`src/rtl/mix_pkg.sv`:
```
// mix_pkg: shared MIX word/field-spec types and field-extractor FSM states.
package mix_pkg;
  localparam int BYTE_W = 6;
  localparam int NBYTES = 5;
  localparam int SIGN_BIT = 30;
  localparam int MAG_W = NBYTES * BYTE_W;
  localparam int WORD_W = MAG_W + 1;
  typedef logic [WORD_W-1:0] word_t;
  typedef struct packed {
    logic [2:0] l;
    logic [2:0] r;
  } fspec_t;
  typedef enum logic [1:0] {IDLE, SHIFT, MASK} state_t;
endpackage

```
`src/rtl/field_sel_if.sv`:
```
// field_sel_if: start/stop request bus between a requester and the field extractor.
interface field_sel_if;
  import mix_pkg::*;
  logic   start;
  word_t  in;
  fspec_t f;
  word_t  out;
  logic   stop;
  logic   busy;
  logic   err;
  modport master(output start, in, f, input out, stop, busy, err);
  modport slave(input start, in, f, output out, stop, busy, err);
endinterface

```
`src/rtl/field_mask.sv`:
```
// field_mask: magnitude byte mask and sign-keep flag for a field spec (L:R).
module field_mask
  import mix_pkg::*;
(
  input  logic [2:0]       l,
  input  logic [2:0]       r,
  output logic [MAG_W-1:0] mask,
  output logic             sign_keep
);
  logic [2:0] lo;
  logic [2:0] n;
  always_comb begin
    lo = (l == 3'd0) ? 3'd1 : l;
    n = (r == 3'd0 || lo > r) ? 3'd0 : r - lo + 3'd1;
    mask = ~({MAG_W{1'b1}} << (n * BYTE_W));
    sign_keep = l == 3'd0;
  end
endmodule

```
`src/rtl/field_sel.sv`:
```
// field_sel: MIX (L:R) field extractor; define FIELD_SEL_FAST_EN for a single-cycle barrel-shift build.
module field_sel
  import mix_pkg::*;
(
  input logic        clk,
  input logic        rst,
  field_sel_if.slave bus
);
  state_t           state, state_n;
  logic [2:0]       l_q, r_q, cnt, load_cnt;
  logic             sign_q, err_q, keep, bad;
  logic [MAG_W-1:0] mag_q, mask, load_mag;
  assign bad = bus.f.r > 3'd5 || bus.f.l > bus.f.r;
`ifdef FIELD_SEL_FAST_EN
  assign load_mag = bus.in[MAG_W-1:0] >> (BYTE_W * (3'd5 - bus.f.r));
  assign load_cnt = 3'd0;
`else
  assign load_mag = bus.in[MAG_W-1:0];
  assign load_cnt = 3'd5 - bus.f.r;
`endif
  field_mask u_mask (.l(l_q), .r(r_q), .mask(mask), .sign_keep(keep));
  always_comb begin
    state_n = state == MASK  ? IDLE :
              state == SHIFT ? (cnt == 3'd1 ? MASK : SHIFT) :
              !bus.start     ? IDLE :
              (bad || load_cnt == 3'd0) ? MASK : SHIFT;
  end
  always_ff @(posedge clk or posedge rst) begin
    if (rst) state <= IDLE;
    else state <= state_n;
  end
  always_ff @(posedge clk or posedge rst) begin
    if (rst) begin
      l_q <= '0;
      r_q <= '0;
      cnt <= '0;
      sign_q <= 1'b0;
      err_q <= 1'b0;
      mag_q <= '0;
      bus.out <= '0;
      bus.stop <= 1'b0;
      bus.busy <= 1'b0;
      bus.err <= 1'b0;
    end else begin
      bus.stop <= state == MASK;
      // busy spans the cycles strictly between acceptance and completion
      bus.busy <= state != IDLE && state_n != IDLE;
      if (state == IDLE && bus.start) begin
        l_q <= bus.f.l;
        r_q <= bus.f.r;
        sign_q <= bus.in[SIGN_BIT];
        mag_q <= load_mag;
        cnt <= bad ? 3'd0 : load_cnt;
        err_q <= bad;
        bus.err <= 1'b0;
      end else if (state == SHIFT) begin
        mag_q <= mag_q >> BYTE_W;
        cnt <= cnt - 3'd1;
      end
      if (state == MASK) begin
        bus.out <= err_q ? '0 : {keep & sign_q, mag_q & mask};
        bus.err <= err_q;
      end
    end
  end
endmodule

```
`src/flat_wrapper.sv`:
```
// flat-port wrapper written by rule: the top's interface ports become plain ports
module field_sel_flat import mix_pkg::*;
  (clk, rst, bus_start, bus_in, bus_f, bus_out, bus_stop, bus_busy, bus_err);
  field_sel_if bus_i ();
  input logic clk;
  input logic rst;
  input wire logic [$bits(bus_i.start)-1:0] bus_start;
  input wire logic [$bits(bus_i.in)-1:0] bus_in;
  input wire logic [$bits(bus_i.f)-1:0] bus_f;
  output wire logic [$bits(bus_i.out)-1:0] bus_out;
  output wire logic [$bits(bus_i.stop)-1:0] bus_stop;
  output wire logic [$bits(bus_i.busy)-1:0] bus_busy;
  output wire logic [$bits(bus_i.err)-1:0] bus_err;
  assign bus_i.start = bus_start;
  assign bus_i.in = bus_in;
  assign bus_i.f = bus_f;
  assign bus_out = bus_i.out;
  assign bus_stop = bus_i.stop;
  assign bus_busy = bus_i.busy;
  assign bus_err = bus_i.err;
  field_sel u_core (.clk(clk), .rst(rst), .bus(bus_i));
endmodule
```
`config.mk`:
```
export PLATFORM = sky130hd
export DESIGN_NAME = field_sel_flat
export DESIGN_NICKNAME = d
export VERILOG_FILES = /design/src/rtl/mix_pkg.sv /design/src/rtl/field_sel_if.sv /design/src/rtl/field_mask.sv /design/src/rtl/field_sel.sv /design/src/flat_wrapper.sv
export SDC_FILE = /design/constraint.sdc
export NUM_CORES = 1
export LEC_CHECK = 0
export ABC_AREA = 1
export ABC_CLOCK_PERIOD_IN_PS = 6400
export CAP_MARGIN = 20
export CORE_AREA = 2 2 85 87
export CTS_CLUSTER_SIZE = 20
export DETAILED_ROUTE_END_ITERATION = 16
export DIE_AREA = 0 0 87 89
export PLACE_DENSITY_LB_ADDON = 0.3
export SETUP_SLACK_MARGIN = 0.15
export SYNTH_ARGS = -nofsm -noshare
export SYNTH_HDL_FRONTEND = slang
export SYNTH_SLANG_ARGS = --single-unit
```
`constraint.sdc`:
```
create_clock -name clk -period 6.4 [get_ports clk]
set_input_delay 1.92 -clock clk [delete_from_list [all_inputs] [get_ports clk]]
set_output_delay 1.92 -clock clk [all_outputs]
set_load 0.02 [all_outputs]
```
==> flow_metrics.py <==
metrics = {
    "global_route": {
        "grt_max_degree": 51,
        "grt_pass1_wl_mm": 14.2,
        "grt_antenna_before_repair": 0,
        "met1_usage": 0.327,
        "overflow": 0,
        "gr-max-usage-layer": "met2",
        "grt_pass1_vias": 2962,
        "grt_usage": 0.241,
        "grtUsageMet2": 0.379,
        "grtUsageMet3": 0.0526,
    },
    "detailed_routing": {
        "wl_per_cell_um": 15.2,
        "drt_first_pass_iters": 4,
        "drt_iter0_drc": 171,
        "drc": 0,
        "routed_wl_mm": 8.75,
        "ant_nets": 0,
        "vias_per_cell": 5.41,
        "route.vias.total": 3105,
    },
    "cts": {
        "clkTransAtPathRegs_ps": 80,
        "cts_buffers": 9,
        "post-cts-setup-buffers": 0,
        "cts_hold_buf": 0,
        "clk_path_buf_depth": 2,
        "cts-root-buf": "clkbuf_8",
        "post_cts_resize_count": 0,
        "cts_tree": "done",
        "clkLatencyLatePin_ps": 350,
        "htree_levels": 3,
        "clkSinkCount": 77,
    },
    "power_and_ir_drop": {
        "pwr-share-comb": 0.538,
        "vdd_drop_max_mv": 0.320,
        "total_power_mw": 2.68,
        "intPower_mw": 1.47,
        "power_frac_clock": 0.163,
        "switching_share": 0.451,
        "p_sw_mw": 1.21,
        "powerDensity_mw_per_mm2": 569,
        "power_frac_seq": 0.299,
        "leakage_nw": 2.31,
    },
    "yosys": {
        "syn_inst": 417,
        "yosys_warnings": 0,
        "synth_cell_types": 27,
        "syn_area_mm2": 0.00365,
        "yosys.area.top_type": "dfrtp_1",
        "avgSynthCellArea_um2": 8.76,
        "ys_seq_elements": 77,
        "yosysTopAreaCellShare": 0.527,
        "synthTopCellsByArea": "dfrtp_1 53%, nand2_1 12%, inv_1 5.9%",
        "ys_seq_area_frac": 0.527,
        "synth_fp_nets": 472,
    },
    "job": {
        "drv_cap": 0,
    },
    "setup_path": {
        "critical-path-slowest-cell": "inv_1",
        "cp_max_fo": 47,
        "max_stage_delay_ps": 700,
        "cp_num_buf_inv": 4,
        "cp-start-kind": "input port",
        "crit_top_cell": "inv_1",
        "critPathTopFamily": "buffers and inverters",
        "cp_cell_sequence": "clkdlybuf4s50_1, inv_1, nor3_4, buf_4, nor2_1, inv_1, o221ai_1",
        "path_class": "input port to flip-flop",
        "crit_arrival_ps": 4060,
        "reg2reg_from": "u_core.r_q[2]$_DFFE_PP0P_",
        "crit_start": "bus_start",
        "worst-endpoint-required_ps": 6570,
        "r2r_slack_ps": 3570,
        "end_kind": "flip-flop",
    },
    "sta": {
        "worst_pin_slew_ps": 931,
        "slew_headroom": 0.378,
        "fmax_mhz": 258,
        "whs_ps": 482,
        "fin_setup_tns_ps": 0,
        "hold_viol": 0,
        "setup_ws_ps": 2520,
        "finClkSkew_ps": 8.00,
        "grt_setup_unrepaired": "no",
        "period_share": 0.606,
        "setup_viol": 0,
        "drv_slew": 0,
        "fin_crit_ps": 3880,
    },
    "placed_design": {
        "dp_hpwl_mm": 6.17,
        "dpl_worst_slack_ps": 2190,
        "port_buffers": 73,
        "place.gp.congestion": 0.821,
        "placed_cell_area_mm2": 0.00444,
    },
    "floorplan": {
        "dieHeight_um": 89,
        "die_area_mm2": 0.00774,
        "ios": 74,
        "die_x_um": 87,
        "rows": 30,
        "start_util": 0.544,
        "coreArea_mm2": 0.00672,
    },
    "final_layout": {
        "drive_above_1_share": 0.0810,
        "area_delta_synth_final_pct": 28.7,
        "fin_area_mm2": 0.00470,
        "final_nets": 544,
        "antenna_cells": 0,
        "final_common_cell": "nand2_1",
        "layout_common_cells": "119 x nand2_1, 77 x dfrtp_1, 73 x clkdlybuf4s50_1, 56 x inv_1",
    },
    "run_status": {
        "status": "complete, no violations",
    },
    "hold_path": {
        "hold_path.class": "flip-flop to flip-flop",
        "worstHoldStart": "u_core.bus.out[28]$_DFFE_PP0P_",
    },
}
## metal layers
metal / up-vias / wire length (um) / share of wire
met4: 0 / 195 / 0.022
li1: 1494 / - / -
met5: - / 0 / 0
met1: 1495 / 4010 / 0.46
met3: 17 / 431 / 0.049
met2: 99 / 4120 / 0.47
## path summary, 6_finish.rpt
kind | to | cells after the start
worst max-delay path | u_core.mag_q[9]$_DFFE_PP0P_ | 7
worst min-delay path | u_core.bus.out[28]$_DFFE_PP0P_ | 2
worst max register to register | u_core.bus.out[3]$_DFFE_PP0P_ | 15
worst min register to register | u_core.bus.out[28]$_DFFE_PP0P_ | 2
max in group asynchronous | u_core.bus.out[18]$_DFFE_PP0P_ | 4
min in group asynchronous | u_core.bus.out[30]$_DFFE_PP0P_ | 2
## cell usage after synthesis (all sizes together)
library cell  instances
a21oi                 6
a2bb2oi               2
a31oi                 1
buf                   8
clkbuf                7
clkinv                1
dfrtp                77
fa                    1
ha                   14
inv                  63
nand2               129
nand3                24
nand4                 2
nor2                 24
nor3                  2
o21ai                24
o221ai               24
o22ai                 1
o31ai                 6
xor2                  1
## sequential cells by signal, indices dropped and copies added, names as in the netlist
| signal | cells |
|---|---|
| u_core.mag_q | 30 |
| u_core.bus.err | 1 |
| u_core.r_q | 3 |
| u_core.bus.stop | 1 |
| u_core.bus.busy | 1 |
| u_core.err_q | 1 |
| u_core.l_q | 3 |
| u_core.sign_q | 1 |
| u_core.cnt | 3 |
| u_core.state | 2 |
| u_core.bus.out | 31 |
## kinds of logic (layout without fill, tap and decap cells)
logic type / after synthesis / in the layout / synth area share
AO/OA/AOI/OAI: 64 / 64 / 0.119
XOR/XNOR: 1 / 1 / 0.00240
adder cells (fa/ha/maj): 15 / 15 / 0.0534
buffers and inverters: 79 / 156 / 0.0839
flip-flops: 77 / 77 / 0.527
AND/OR/NAND/NOR: 181 / 181 / 0.214
## worst reg2reg max path, cell delays in order (launching register included)
cell,delay (ps)
dfrtp_1,370
inv_1,110
ha_1,300
nand3_1,140
nand2_1,60
inv_1,60
nand2_2,50
nand2_2,100
nand3_1,190
inv_1,180
ha_1,190
fa_1,500
nor2_1,200
nand3_1,130
nand2_1,80
nand2_1,50
## metrics by stage
stage / util / cells
2_1_floorplan: - / 417
3_3_place_gp: 0.661 / 557
3_5_place_dp: 0.661 / 557
4_1_cts: 0.697 / 573
5_1_grt: 0.700 / 574
6_report: 0.700 / 574
## area by class of cell
class                           count  area [um2]
Sequential cell                    77        1930
Multi-Input combinational cell    261        1430
Inverter                           64         240
Clock buffer                       13         179
Timing Repair Buffer               76         766
Clock inverter                      3        65.1
Tap cell                           80         100
Fill cell                         497        2010
## power by group through the flow
stage	logic (mW)	registers (mW)	clock network, mW
after floorplan	0.893	0.886	0
after global placement	1.35	0.798	0
after detailed placement	1.41	0.808	0
after CTS	1.43	0.800	0.440
after global routing	1.59	0.822	0.463
final	1.44	0.800	0.435
(Power assumes the default switching activity.)
